[src/rtl/write_stage.sv]
// write_stage: final pipeline stage.
// Commits execute results to the architectural register file and publishes
// same-cycle forwarding values. Stores go out through a wait-stated write
// port. A write to the PC register produces a one-cycle redirect to fetch.
// Register 0 reads as zero, PC is index NR-2, and Flags is index NR-1.
// Optional feature: define WRITE_STAGE_DOUBLE_STORE_EN so that a store with
// an upper value writes two consecutive words (address, address+4).
module write_stage #(
    parameter int NR = 4
) (
    input  logic             clock,
    input  logic             reset_n,
    input  logic             in_is_valid,
    output logic             in_hold,
    input  logic [31:0]      in_pc,
    input  logic [31:0]      in_adjustment_value,
    input  logic [31:0]      in_target_value,
    input  logic [31:0]      in_upper_value,
    input  logic [4:0]       in_target_register,
    input  logic [3:0]       in_flags,
    input  logic             in_has_flushed,
    input  logic             in_is_writing_memory,
    input  logic             in_has_upper_value,
    output logic [32*NR-1:0] registers,
    output logic [31:0]      fb_value,
    output logic [31:0]      fb_upper_value,
    output logic [4:0]       fb_index,
    output logic             fb_is_valid,
    output logic             fb_has_upper_value,
    output logic [31:0]      next_pc,
    output logic             has_flushed,
    output logic [31:0]      mem_address,
    output logic [31:0]      mem_data,
    output logic             mem_write,
    input  logic             mem_waitrequest
);

    localparam int PC_IDX    = NR - 2;
    localparam int FLAGS_IDX = NR - 1;

    localparam logic [1:0] S_IDLE        = 2'd0;
    localparam logic [1:0] S_STORE       = 2'd1;
`ifdef WRITE_STAGE_DOUBLE_STORE_EN
    localparam logic [1:0] S_STORE_UPPER = 2'd2;
`endif

    logic [1:0]  state;
    logic [1:0]  state_next;
    logic [31:0] regs [NR];
    logic [31:0] store_addr_q;
    logic [31:0] store_data_q;
`ifdef WRITE_STAGE_DOUBLE_STORE_EN
    logic [31:0] store_upper_q;
    logic        store_double_q;
`endif

    logic accept;
    logic commit;
    logic store_accept;
    int   tgt_idx;

    assign accept       = in_is_valid && (state == S_IDLE);
    assign commit       = accept && !in_has_flushed && !in_is_writing_memory;
    assign store_accept = accept && !in_has_flushed && in_is_writing_memory;
    assign tgt_idx      = int'({27'd0, in_target_register});

    assign in_hold   = (state != S_IDLE);
    assign mem_write = (state != S_IDLE);

    // Forwarding view of the instruction committing this cycle.
    assign fb_is_valid        = commit;
    assign fb_index           = in_target_register;
    assign fb_value           = in_target_value;
    assign fb_upper_value     = in_upper_value;
    assign fb_has_upper_value = in_has_upper_value;

    // Store port drives latched operands; the upper word goes to address+4.
`ifdef WRITE_STAGE_DOUBLE_STORE_EN
    assign mem_address = (state == S_STORE_UPPER) ? store_addr_q + 32'd4 : store_addr_q;
    assign mem_data    = (state == S_STORE_UPPER) ? store_upper_q : store_data_q;
`else
    assign mem_address = store_addr_q;
    assign mem_data    = store_data_q;
`endif

    for (genvar g = 0; g < NR; g++) begin : g_flat
        assign registers[32*g +: 32] = regs[g];
    end

    // Next-state logic for the store sequencer.
    always_comb begin
        // NOTE: default assignment first so every path assigns state_next and no latch is inferred.
        state_next = state;
        case (state)
            S_IDLE: begin
                if (store_accept) state_next = S_STORE;
            end
            S_STORE: begin
`ifdef WRITE_STAGE_DOUBLE_STORE_EN
                if (!mem_waitrequest) state_next = store_double_q ? S_STORE_UPPER : S_IDLE;
`else
                if (!mem_waitrequest) state_next = S_IDLE;
`endif
            end
`ifdef WRITE_STAGE_DOUBLE_STORE_EN
            S_STORE_UPPER: begin
                if (!mem_waitrequest) state_next = S_IDLE;
            end
`endif
            default: state_next = S_IDLE;
        endcase
    end

    // State register and store operand capture at accept.
    always_ff @(posedge clock or negedge reset_n) begin
        if (!reset_n) begin
            state        <= S_IDLE;
            store_addr_q <= '0;
            store_data_q <= '0;
`ifdef WRITE_STAGE_DOUBLE_STORE_EN
            store_upper_q  <= '0;
            store_double_q <= 1'b0;
`endif
        end else begin
            // NOTE: non-blocking assignments so every flop samples pre-edge values.
            state <= state_next;
            if (store_accept) begin
                store_addr_q <= in_adjustment_value;
                store_data_q <= in_target_value;
`ifdef WRITE_STAGE_DOUBLE_STORE_EN
                store_upper_q  <= in_upper_value;
                store_double_q <= in_has_upper_value;
`endif
            end
        end
    end

    // Architectural register file: implicit PC/Flags first, explicit targets override.
    always_ff @(posedge clock or negedge reset_n) begin
        if (!reset_n) begin
            // NOTE: this small array is architectural state and must start at zero, so it is reset like any flop.
            for (int i = 0; i < NR; i++) regs[i] <= '0;
        end else begin
            if (commit || store_accept) regs[PC_IDX] <= in_pc + 32'd4;
            if (commit) begin
                regs[FLAGS_IDX] <= {28'd0, in_flags};
                for (int i = 1; i < NR; i++) begin
                    if (in_has_upper_value && (tgt_idx + 1 == i)) regs[i] <= in_upper_value;
                    if (tgt_idx == i) regs[i] <= in_target_value;
                end
            end
        end
    end

    // Registered redirect pulse when a committed result targets the PC.
    always_ff @(posedge clock or negedge reset_n) begin
        if (!reset_n) begin
            has_flushed <= 1'b0;
            next_pc     <= '0;
        end else begin
            has_flushed <= commit && (tgt_idx == PC_IDX);
            if (commit && (tgt_idx == PC_IDX)) next_pc <= in_target_value;
        end
    end

endmodule
[config.mk]
export PLATFORM = sky130hd
export DESIGN_NAME = write_stage
export DESIGN_NICKNAME = d
export VERILOG_FILES = /design/src/rtl/write_stage.sv
export SDC_FILE = /design/constraint.sdc
export NUM_CORES = 1
export LEC_CHECK = 0
export CAP_MARGIN = 40
export CORE_AREA = 3 3 171 173
export DETAILED_ROUTE_END_ITERATION = 7
export DIE_AREA = 0 0 174 176
export GPL_ROUTABILITY_DRIVEN = 0
export GPL_TIMING_DRIVEN = 1
export PLACE_DENSITY = 0.65
export REMOVE_ABC_BUFFERS = 1
export SYNTH_ARGS = -nofsm -noshare
export SYNTH_HDL_FRONTEND = slang
export SYNTH_SLANG_ARGS = --single-unit
[constraint.sdc]
create_clock -name clock -period 4.8 [get_ports clock]
set_input_delay 1.2 -clock clock [delete_from_list [all_inputs] [get_ports clock]]
set_output_delay 1.2 -clock clock [all_outputs]
set_load 0.005 [all_outputs]
======== Word-level counts from Yosys, hierarchy flattened ========
Index checks and enable logic that the tools add are counted.
operators by class
  multiply operators ...................... 0
  reductions and logical operators ........ 16
  bitwise operators ....................... 0
  shift operators ......................... 0
  muxes and demuxes ....................... 11
  $lt $le $gt $ge ......................... 0
  divide/modulo/power cells ............... 0
  add/subtract/negate cells ............... 2
  equal/unequal tests ..................... 9
operators with widths
  kind                                            count
  two-way mux 32 bit                              7
  two-way mux 64 bit                              1
  adder 32 x 3 -> 32 bit, second input constant   1
  == test 32 x 2 -> 1 bit, second input constant  1
  == test 32 x 3 -> 1 bit, second input constant  1
  == test 5 x 3 -> 1 bit, second input constant   2
  logical AND 1 bit                               8
  adder 5 x 1 -> 6 bit, second input constant     1
  == test 6 x 2 -> 1 bit, second input constant   1
  == test 5 x 2 -> 1 bit, second input constant   1
  two-way mux 2 bit                               2
  != test 2 bit, second input constant            2
  case mux 2 bit (2 select lines)                 1
  AND reduction 2 bit                             2
  nonzero test 2 bit                              2
  == test 2 x 1 -> 1 bit, second input constant   1
  logical NOT 1 bit                               2
  logical NOT 2 bit                               1
  logical OR 1 bit                                1
word-level totals
  memories ................................ 0
  input port bits ......................... 144
  register bits ........................... 195
  bits in latches ......................... 0
  ROM bits ................................ 0
  memory bits (writable) .................. 0

======== Longest topological paths before layout ========
Gate-level depths: netlist of the first run.
  depth after elaboration ................. 9
  mapped depth ............................ 8

======== Worst setup path after synthesis of the first run ========
No wires, ideal clock.
  kind .................................... input-to-output
  from .................................... input in_is_writing_memory
  to ...................................... output fb_is_valid
  path slack .............................. 1457 ps
  arrival ................................. 2143 ps
  stages on the path ...................... 3
  path through ............................ or4b_4 -> inv_2 -> clkbuf_1
between the ends
  longest elaborated chain between the ends .. 2
ends and longest elaborated chain
  what               RTL line  text
  from (decl)        22        input logic in_is_writing_memory,
  logical NOT 1 bit  63        assign commit = accept && !in_has_flushed && !in_is_writing_memory;
  logical AND 1 bit  63
  to (decl)          28        output logic fb_is_valid,
Every way passes these cells.

======== Worst setup path after layout of the first run ========
Ends and elaborated chain as after synthesis.

==> results of run 1 <==
[power breakdown]
| part | switching, mW | total (mW) | internal (mW) |
|---|---|---|---|
| clock network | 0.745 | 1.50 | 0.755 |
| registers | 0.149 | 2.06 | 1.91 |
| logic | 0.488 | 1.31 | 0.826 |
[per-layer routing]
metal	share of wire, %	global-route usage [%]	up-vias
met5	0.038	0	-
met2	50	37.42	361
met1	42	28.02	3992
li1	-	-	3727
met3	7.8	6.108	20
met4	0.91	3.921	2
[state kept, by name, indices dropped and copies added (netlist names)]
| signal | cells |
|---|---|
| state | 1 |
| has_flushed | 1 |
| next_pc | 32 |
| mem_address | 32 |
| registers | 96 |
| mem_data | 32 |
[worst paths after layout]
check	depth (start not counted)	from	end
worst max-delay path	4	in_is_writing_memory	fb_is_valid
worst min-delay path	2	next_pc[11]	next_pc[11]
worst max register to register	5	state[0]	registers[91]
worst min register to register	2	next_pc[11]	next_pc[11]
max in group asynchronous	3	reset_n	registers[67]
min in group asynchronous	1	reset_n	registers[121]
[cell type report]
class,instances,share of cell area [%]
clock buffer,17,2.996
tap,378,3.331
sequential,194,34.19
clock inverter,15,1.322
timing repair buffer,426,30.39
multi-input combinational,592,27.61
inverter,6,0.1586
[tightest hold or removal path, cell delays in order (launching register included)]
cell,delay [ns]
dfrtp_1,0.34
nand2_1,0.05
nand2_1,0.05
[cell usage in the layout (no fill, tap or decap), types with 5 or more instances in the layout]
master	instances
a221oi_1	29
nand2_1	139
xnor2_1	16
clkbuf_16	17
o211ai_1	7
nand4_1	7
conb_1	32
a22oi_1	19
a21oi_1	10
a32oi_1	8
a21o_1	5
o21ai_0	22
and3_1	5
dfrtp_1	194
mux2i_1	39
o21ai_1	22
o22ai_1	11
nor2_1	75
buf_4	11
nand3_1	12
xor2_1	12
a22o_1	6
clkdlybuf4s50_1	408
mux2_2	64
[cells by family after synthesis]
kind of cell,after synthesis
and+or+nand+nor,276
AOI/OAI and AO/OA,152
other,1
xor gates and xnor gates,28
muxes,103
buffers and inverters,157
DFF,194
adders and majority gates,1
[metrics by stage]
| stage | instances | utilization, % | setup slack (ns) | instance area, sq um |
|---|---|---|---|---|
| 6_report | 1628 | 51.11 | 0.7890 | 14200 |
| 5_1_grt | 1628 | 51.11 | 0.7563 | 14200 |
| 4_1_cts | 1628 | 51.11 | 0.7897 | 14200 |
| 3_5_place_dp | 1596 | 48.90 | 0.7987 | 13590 |
| 3_3_place_gp | 1593 | 48.63 | 0.8332 | 13510 |
| 2_1_floorplan | 792 | - | 0.7375 | 8757 |
==> impl_metrics.csv, run 1 <==
group,metric,value,unit
setup_path,r2r_slack,2.09,ns
synth,ys_top_cells_by_count,"dfrtp_1 (194), nand2_1 (139), buf_4 (104), nor2_1 (77), mux2_2 (64)",
pwr,p_leak,5.839,nW
synth,synth_xor_area_share,2.547,%
global_routing,grt_pass1_vias,8145,
synth,synth.distinct_cells,61,
synth,synth_flop_cell,"dfrtp_1",
sta,skew,0.01038,ns
synth,synth_edf_count,0,
layout,antenna_cells,0,
sta,tns,0,ns
clock_network,post_cts_buffers,0,
drt,routedWlPerCell,21.02,um
synth,ys_ff_latch,194,
sta,grt_setup_unrepaired,"no",
synth,synth_area_leaders,"dfrtp_1 (50%), buf_4 (8.1%), mux2_2 (7.5%), nand2_1 (5.4%), mux2i_1 (4.1%)",
sta,min_period,4.011,ns
clock_network,cts_inserted_buffers,17,
synth,syn_area,0.009627,sq mm
sta,maxSlewViolCount,0,
layout,regArea,0.004855,sq mm
flow_run,cap_violations,0,
setup_path,cp_max_fo,3,
floorplanning,die_area,0.03062,sq mm
layout,drive_gt1_share,11.60,%
drt,drc,0,
clock_network,cts_tree,"done",
pwr,power,4.873,mW
sta,hold_viol,0,
setup_path,cpPeakStageDelay,0.57,ns
synth,yosysSeqAreaShare,50.43,%
synth,synth-warning-count,32,
run_status,status,"complete, no violations",
layout,multi_input_area,0.003920,sq mm
clock_network,clkTransAtPathRegs,0.07,ns
setup_path,cp_cell_sequence,"clkdlybuf4s50_1, or4b_4, inv_2, clkdlybuf4s50_1",
synth,synth_top_family_by_area,"simple AND/OR/NAND/NOR gates",
pwr,power.density,343.2,mW/mm^2
synth,synth_most_common_cell,"dfrtp_1",
synth,synth_top_area_share,50.43,%
drt,drt_iter0_drc,565,
floorplanning,die-width,174,um
floorplanning,die_h,176,um
layout,nets,1382,
floorplanning,rows,61,
synth,yosys.area.top_type,"dfrtp_1",
synth,avgSynthCellArea,10.56,sq um
setup_path,critical_path.top_delay_family,"buffers and inverters",
setup_path,cp_slowest_cell,"or4b_4",
worst_hold_path,hp-class,"reg -> reg",
drt,viasPerCell,4.977,
drt,wl,34230,um
drt,dr.pass1.iters,5,
global_routing,grt_first_pass_wirelength,51600,um
global_routing,antenna_found_initial,1,
floorplanning,io_pins,442,
drt,vias,8102,
sta,tightest_slew,0.9119,ns
synth,yosys.area_share.simple,13.56,%
setup_path,path_class,"in -> out",
drt,ant_nets,0,
layout,fillCellCount,2560,
synth,synth-adder-area-share,0.1300,%
sta,maxSlewHeadroom,39.21,%
floorplanning,core_area,0.02778,sq mm
sta,fmax,0.2493,GHz
floorplanning,floorplan.initialDensity,34.65,%
clock_network,post_cts_resized,0,
synth,yosys-mux-area-fraction,11.54,%
setup_path,crit_arrival,2.81,ns
layout,syn2layout_area_growth,47.49,%
placement,dpl.hpwl,25660,um
clock_network,clock-sinks,194,
placement,io_buffers,409,
clock_network,clockRootBuffer,"clkbuf_16",
synth,async_flop_share,100.0,%
clock_network,cts-hold-fix-buffers,0,
setup_path,path_buf_inv,3,
pwr,ir_drop,0.1673,mV
sta,holdWs,0.4757,ns
setup_path,critPathRequiredTime,3.60,ns
clock_network,clock_latency,0.42,ns
global_routing,grt_start_max_net_pins,87,
synth,synth_compound_area_share,11.28,%
clock_network,cts_htree_levels,4,
sta,fin_crit_sh,83.56,%
sta,setup_viol,0,
setup_path,cp-start-kind,"primary input",
synth,syn-instance-count,912,
clock_network,cts_buffer_depth,2,
global_routing,grtUsageTotal,21.84,%
setup_path,cp_common_cell,"clkdlybuf4s50_1",
global_routing,gr-total-overflow,0,
setup_path,end_kind,"output pin",
(Power assumes the default switching activity.)
==> run 2: changes to the inputs <==
--- a/config.mk
+++ b/config.mk
@@ -6,12 +6,12 @@
 export NUM_CORES = 1
 export LEC_CHECK = 0
 export CAP_MARGIN = 40
-export CORE_AREA = 3 3 171 173
+export CORE_AREA = 3 3 170 172
 export DETAILED_ROUTE_END_ITERATION = 7
-export DIE_AREA = 0 0 174 176
+export DIE_AREA = 0 0 173 175
 export GPL_ROUTABILITY_DRIVEN = 0
 export GPL_TIMING_DRIVEN = 1
-export PLACE_DENSITY = 0.65
+export PLACE_DENSITY = 0.66
 export REMOVE_ABC_BUFFERS = 1
 export SYNTH_ARGS = -nofsm -noshare
 export SYNTH_HDL_FRONTEND = slang
==> constraint.sdc (replaced) <==
create_clock -name clock -period 4 [get_ports clock]
set_input_delay 1 -clock clock [delete_from_list [all_inputs] [get_ports clock]]
set_output_delay 1 -clock clock [all_outputs]
set_load 0.005 [all_outputs]
==> run 2 against run 1 <==
  * Via count decreased by 0.42%
  * Worst setup slack got worse by 0.39 ns
  * Final cell count increased by 0.25%
  * Count of clock-buffer cells in the layout unchanged
  * Register-to-register slack got worse by 0.44 ns
  * Global-route usage increased by 0.45 points
  * Power increased by 21%
  * Non-clock buffer count increased by 5
  * First-iteration DRC count decreased by 6.2%
  * Clock power increased by 23%
  * Sequential power increased by 20%
==> impl_metrics.csv, run 2 (same netlist as run 1, synthesis figures left out) <==
group,metric,value,unit
pwr,power.density,414.2,mW/mm^2
global_routing,grtUsageTotal,22.28,%
floorplanning,die_area,0.03028,sq mm
drt,ant_nets,0,
drt,viasPerCell,4.944,
drt,highest_layer,"met4",
clock_network,cts_htree_levels,4,
clock_network,clock_latency,0.44,ns
setup_path,r2r_slack,1.65,ns
setup_path,cp-start-kind,"primary input",
floorplanning,rows,61,
sta,tightest_slew,0.7378,ns
pwr,seqPwrFrac,42.0,%
placement,dpl.hpwl,25760,um
layout,antenna_cells,0,
setup_path,reg2reg_from,"state[0]",
global_routing,antenna_found_initial,0,
floorplanning,die_h,175,um
sta,grt_setup_unrepaired,"no",
setup_path,cp_slowest_cell,"or4b_4",
clock_network,cts_inserted_buffers,17,
floorplanning,die-width,173,um
setup_path,cp_common_cell,"clkdlybuf4s50_1",
drt,wl,34440,um
clock_network,post_cts_resized,0,
setup_path,crit_path_start,"in_is_writing_memory",
drt,drt_iter0_drc,530,
pwr,clock_power_share,31.3,%
pwr,comb_power_share,26.8,%
flow_run,cap_violations,0,
sta,tns,0,ns
global_routing,gr-total-overflow,0,
sta,holdWs,0.4764,ns
setup_path,critical_path.top_delay_family,"buffers and inverters",
clock_network,cts-hold-fix-buffers,0,
drt,met3_length,2605,um
floorplanning,io_pins,442,
drt,routedWlPerCell,21.10,um
sta,maxSlewHeadroom,50.81,%
clock_network,cts_tree,"done",
drt,dr.pass1.iters,6,
pwr,p_leak,5.854,nW
global_routing,grt_pass1_vias,8284,
drt,drt-met1-wl,14200,um
drt,dr_wl_met2,17130,um
layout,layout_common_cells,"clkdlybuf4s50_1 (408), dfrtp_1 (194), nand2_1 (139), nor2_1 (75), mux2_2 (64)",
sta,fmax,0.2774,GHz
pwr,switching_power,1.648,mW
setup_path,critPathRequiredTime,3.00,ns
sta,maxSlewViolCount,0,
clock_network,clockRootBuffer,"clkbuf_16",
setup_path,path_class,"in -> out",
sta,min_period,3.605,ns
worst_hold_path,hp-class,"reg -> reg",
layout,syn2layout_area_growth,47.62,%
setup_path,cp_max_fo,3,
setup_path,end_kind,"output pin",
clock_network,clock-sinks,194,
sta,skew,0.01044,ns
layout,nets,1387,
sta,setup_viol,0,
drt,drc,0,
sta,hold_viol,0,
sta,fin_crit_sh,90.13,%
placement,io_buffers,409,
setup_path,path_buf_inv,3,
floorplanning,floorplan.initialDensity,34.84,%
global_routing,grt_first_pass_wirelength,52060,um
drt,vias,8068,
layout,drive_gt1_share,11.88,%
layout,fillCellCount,2511,
pwr,ir_drop,0.2553,mV
setup_path,crit_arrival,2.61,ns
layout,final_common_cell,"clkdlybuf4s50_1",
run_status,status,"complete, no violations",
setup_path,cp_cell_sequence,"clkdlybuf4s50_1, or4b_4, inv_2, clkdlybuf4s50_1",
worst_hold_path,min-delay-start,"next_pc[10]",
pwr,internal_power,4.239,mW
clock_network,post_cts_buffers,0,
global_routing,grt_start_max_net_pins,85,
pwr,p_sw_share,27.99,%
setup_path,cpPeakStageDelay,0.57,ns
layout,largest_reg_flops,96,
clock_network,cts_buffer_depth,2,
clock_network,clkTransAtPathRegs,0.08,ns
floorplanning,core_area,0.02763,sq mm
[run 2: cell types whose count changed in the layout (fill, tap and decap cells not counted)]
cell        change
buf_16          -2
buf_4           +6
buf_12          +1
nor2_4          -1
clkinv_4        +2
inv_8           -1
clkinv_8        -1
clkinv_2        -1
nor2_2          +1
clkinvlp_4      -1
bufinv_16       +1
[run 2: final cells by class]
cell class | count | area, sq um | share of cell area, %
sequential | 194 | 4855 | 34.16
timing repair buffer | 431 | 4325 | 30.44
multi-input combinational | 592 | 3915 | 27.55
tap | 378 | 473.0 | 3.328
clock buffer | 17 | 425.4 | 2.993
clock inverter | 14 | 195.2 | 1.373
inverter | 6 | 22.52 | 0.1585
[run 2: routing by layer]
layer	track usage, %	vias to the layer above
li1	-	3727
met1	27.83	3968
met2	38.49	347
met3	6.519	26
met4	4.730	0
met5	0	-
[run 2: power by group through the flow]
| stage | clock network [mW] | registers (mW) | logic (mW) |
|---|---|---|---|
| detailed placement | 0 | 2.51 | 1.59 |
| global placement | 0 | 2.49 | 1.58 |
| finish | 1.84 | 2.47 | 1.58 |
| floorplan | 0 | 2.52 | 0.391 |
| global route | 1.95 | 2.51 | 1.70 |
| CTS | 1.88 | 2.47 | 1.60 |
[run 2: tightest hold or removal path, stage by stage (launching register included)]
cell and delay, ns:
dfrtp_1 0.35, nand2_1 0.05, nand2_1 0.05
[run 2: stage by stage]
| stage | util (%) | worst slack [ns] | instance area, sq um | total power, mW | cells |
|---|---|---|---|---|---|
| 4_1_cts | 51.44 | 0.3957 | 14210 | 5.954 | 1632 |
| 5_1_grt | 51.44 | 0.3556 | 14210 | 6.165 | 1632 |
| 2_1_floorplan | - | 0.1375 | 8757 | 2.913 | 792 |
| 3_3_place_gp | 49.19 | 0.4390 | 13590 | 4.076 | 1601 |
| 3_5_place_dp | 49.19 | 0.4101 | 13590 | 4.099 | 1601 |
| 6_report | 51.44 | 0.3947 | 14210 | 5.886 | 1632 |
[run 2: final timing paths]
check,cells past startpoint,to
setup / recovery,4,fb_is_valid
hold / removal,2,next_pc[10]
setup reg to reg,6,registers[78]
hold reg to reg,2,next_pc[10]
max in group asynchronous,2,registers[83]
min in group asynchronous,1,next_pc[28]
==> variant 1: new RTL, config.mk and constraints of run 2 <==
Change the parameter `NR` from 4 to 2.
--- a/src/rtl/write_stage.sv
+++ b/src/rtl/write_stage.sv
@@ -8,3 +8,3 @@
 module write_stage #(
-    parameter int NR = 4
+    parameter int NR = 2
 ) (
Interface: changed (resized registers); port bits go from 442 to 378. The function was not compared with the original's and may differ.
==> variant 1 against run 2 <==
- sequential power down 16%
- routed wire length shrank 32%
- register-to-register slack better by 0.23 ns
- area after synthesis fell by 21%
- total power shrank 14%
- worst hold slack got worse by 0.0027 ns
- via count shrank 28%
- sequential cell count down 32
- worst setup slack gained 0.15 ns
- final area fell by 16%
- final cell count is 18% lower
- highest routed layer unchanged
==> variant 1: results (changes against run 2) <==
outcome=finished, final reports clean (unchanged); Worst VDD drop=0.219 mV (was 0.255 mV); clock latency on the worst-skew pair=0.41 ns (was 0.44 ns); slowest cell delay on critical path=0.52 ns (was 0.57 ns); P_leak=4.89 nW (was 5.85 nW); pin count of the biggest net entering global routing=79 (was 85); vias in the first global route=6127 (was 8284); max_slew headroom=49.5% (was 50.8%); Vias per Instance=4.37 (was 4.94); first-pass GRT wire length=36.5 mm (was 52.1 mm); All-Layer GR Usage=15.2% (was 22.3%); GRT met2 Usage=25.9% (was 38.5%); Gate Count Post-Synth=639 (was 912); Compound-Gate Fraction of Synth Area=7.82% (was 11.3%); Wirelength per Cell=17.5 um (was 21.1 um); fin crit share=86.4% (was 90.1%); tightest hold margin=0.474 ns (was 0.476 ns); dominant cells by area after synthesis=dfrtp_1 (53%), mux2_2 (14%), buf_4 (7.2%) (was dfrtp_1 (50%), buf_4 (8.1%), mux2_2 (7.5%)); clock network power=1.61 mW (was 1.84 mW); Seq/Total Area, Yosys=53.0% (was 50.4%); Arr. time, crit path=2.46 ns (was 2.61 ns); Final HPWL DP=17.4 mm (was 25.8 mm); Comb. pwr=1.37 mW (was 1.58 mW); post-synthesis mux area share=14.1% (was 11.5%); Final Skew=0.00681 ns (was 0.0104 ns)
## variant 1: cell count changes after synthesis, moves of 28 or more
cell / change
buf_4: -31
dfrtp_1: -32
mux2_2: +32
mux2i_1: -39
nand2_1: -88
nor2_1: -28
## variant 1: worst paths after layout
check	from	end	cells after the start
min	registers[1]$_DFFE_PN0P_	registers[1]$_DFFE_PN0P_	2
max	in_is_valid	fb_is_valid	5
min reg2reg	registers[1]$_DFFE_PN0P_	registers[1]$_DFFE_PN0P_	2
max reg2reg	state[0]$_DFFE_PN0P_	mem_data[8]$_DFFE_PN0P_	5
max in group asynchronous	reset_n	registers[56]$_DFFE_PN0P_	2
min in group asynchronous	reset_n	mem_address[8]$_DFFE_PN0P_	1
## variant 1: area by class of cell
cell class,count,area [um2],area share [%]
inverters,2,7.51,0.0633
well taps,378,473,3.99
repair buffers,391,3920,33.0
clock buffers,18,439,3.70
multi-input cells,369,2840,23.9
flip-flops and latches,162,4050,34.2
clock inverters,14,136,1.15
==> variant 2: new RTL, flow settings as in run 2 <==
Without the edit above. Make the reset (`reset_n`) synchronous in 3 clocked blocks.
--- a/src/rtl/write_stage.sv
+++ b/src/rtl/write_stage.sv
@@ -114,3 +114,3 @@
     // State register and store operand capture at accept.
-    always_ff @(posedge clock or negedge reset_n) begin
+    always_ff @(posedge clock) begin
         if (!reset_n) begin
@@ -138,3 +138,3 @@
     // Architectural register file: implicit PC/Flags first, explicit targets override.
-    always_ff @(posedge clock or negedge reset_n) begin
+    always_ff @(posedge clock) begin
         if (!reset_n) begin
@@ -155,3 +155,3 @@
     // Registered redirect pulse when a committed result targets the PC.
-    always_ff @(posedge clock or negedge reset_n) begin
+    always_ff @(posedge clock) begin
         if (!reset_n) begin
Behaviour: differs if reset_n is asserted again (counterexample within 4 cycles, from zero or initial values and one cycle with reset_n low); with reset_n held inactive, the same outputs for 4 cycles.
==> variant 2 against run 2 <==
- sequential cell count is the same
- largest cell class unchanged
- worst setup slack got worse by 0.069 ns
- global-route usage fell by 0.96 points
- area after synthesis decreased by 9.6%
- routed wire length decreased by 2.5%
- via count shrank 1.4%
- final area fell by 6.6%
Power is not compared: it rests on default switching activity, and its combinational part moved more than twofold at a synthesized area within 25%.
==> variant 2: results (changes against run 2) <==
average cell area after synthesis=9.64 um2 (was 10.6 um2); clock-cell share of area=4.32% (was 4.37%); critical path's top delay family=buffers and inverters (unchanged); Final Util=48.0% (was 51.4%); first-pass GRT wire length=49.6 mm (was 52.1 mm); min-delay src=mem_data[16]$_SDFFE_PN0P_ (was next_pc[10]$_DFFE_PN0P_); Signal inverters=5 (was 6); Reg clk slew, reported paths=0.08 ns (about the same); pin count of the biggest net entering global routing=45 (was 85); warnings from Yosys=0 (was 32); drt pass-1 iters=5 (was 6); Final HPWL DP=25.2 mm (was 25.8 mm); Final Power=about 4.4 mW; initial antenna violation count=1 (was 0); Final non-clock buffer share=33.0% (was 30.4%); CP Max Fanout=3 (unchanged); Non-clock buffers=441 (was 431); worst setup path start=in_is_valid (was in_is_writing_memory); Post-synth ARST share=0% (was 100%); All-Layer GR Usage=21.3% (was 22.3%); Worst R2R End=regs[1][8]$_DFFE_PP_ (was registers[78]$_DFF_PN0_); Final Skew=0.0100 ns (was 0.0104 ns); R2R cell count=6 (unchanged); WL final=33.6 mm (was 34.4 mm); slowest cell on the critical path=clkdlybuf4s50_1 (was or4b_4); vias in the first global route=7865 (was 8284); n_diodes=1 (was 0); Storage cell area=4560 um2 (was 4850 um2); Arr. time, crit path=2.67 ns (was 2.61 ns); fraction of area in multi-input gates=24.6% (was 27.5%); clkbuf count=18 (was 17); dpl ws=0.347 ns (was 0.410 ns); Vias per Instance=4.90 (was 4.94); dominant cells by area after synthesis=dfxtp_1 (29%), edfxtp_1 (23%), buf_4 (8.9%) (was dfrtp_1 (50%), buf_4 (8.1%), mux2_2 (7.5%)); fillers=2598 (was 2511); Wirelength per Cell=20.7 um (was 21.1 um); Post-DP Area=12700 um2 (was 13600 um2); worst reg2reg path startpoint=state[0]$_SDFFE_PN0P_ (was state[0]$_DFFE_PN0P_); Starting DRT DRC Count=497 (was 530); FMAX=272 MHz (was 277 MHz); slowest cell delay on critical path=0.53 ns (was 0.57 ns); final net count=1376 (was 1387); outcome=finished, final reports clean (unchanged); Netlist cell types=41 (was 61); Post-synth EDFFs=68 (was 0); comb_multi_in=572 (was 592)
==> variant 2: routing by layer <==
layer / wire (um) / part of all wire, % / global-route usage, %
met4: 266 / 0.79 / 4.02
met1: 13800 / 41 / 26.2
met3: 2590 / 7.7 / 5.67
met2: 17000 / 51 / 38.0
met5: 0 / 0 / 0
==> variant 2: worst min-delay path by stage <==
stage / cells after the start / to
after floorplan: 2 / mem_address[0]$_SDFFE_PN0P_
after global placement: 2 / mem_address[27]$_SDFFE_PN0P_
after detailed placement: 2 / mem_data[29]$_SDFFE_PN0P_
after CTS: 2 / mem_data[29]$_SDFFE_PN0P_
after global routing: 2 / mem_address[11]$_SDFFE_PN0P_
final: 2 / mem_data[16]$_SDFFE_PN0P_
==> variant 2: cells by family after synthesis <==
logic type      count (synthesis)  synth area share [%]
xor+xnor                       28                  2.82
simple gates                  277                  13.7
compound gates                234                  18.5
other cells                     1                0.0431
fa+ha+maj                       1                 0.144
flops                         194                  52.5
buf+inv                       167                  12.3
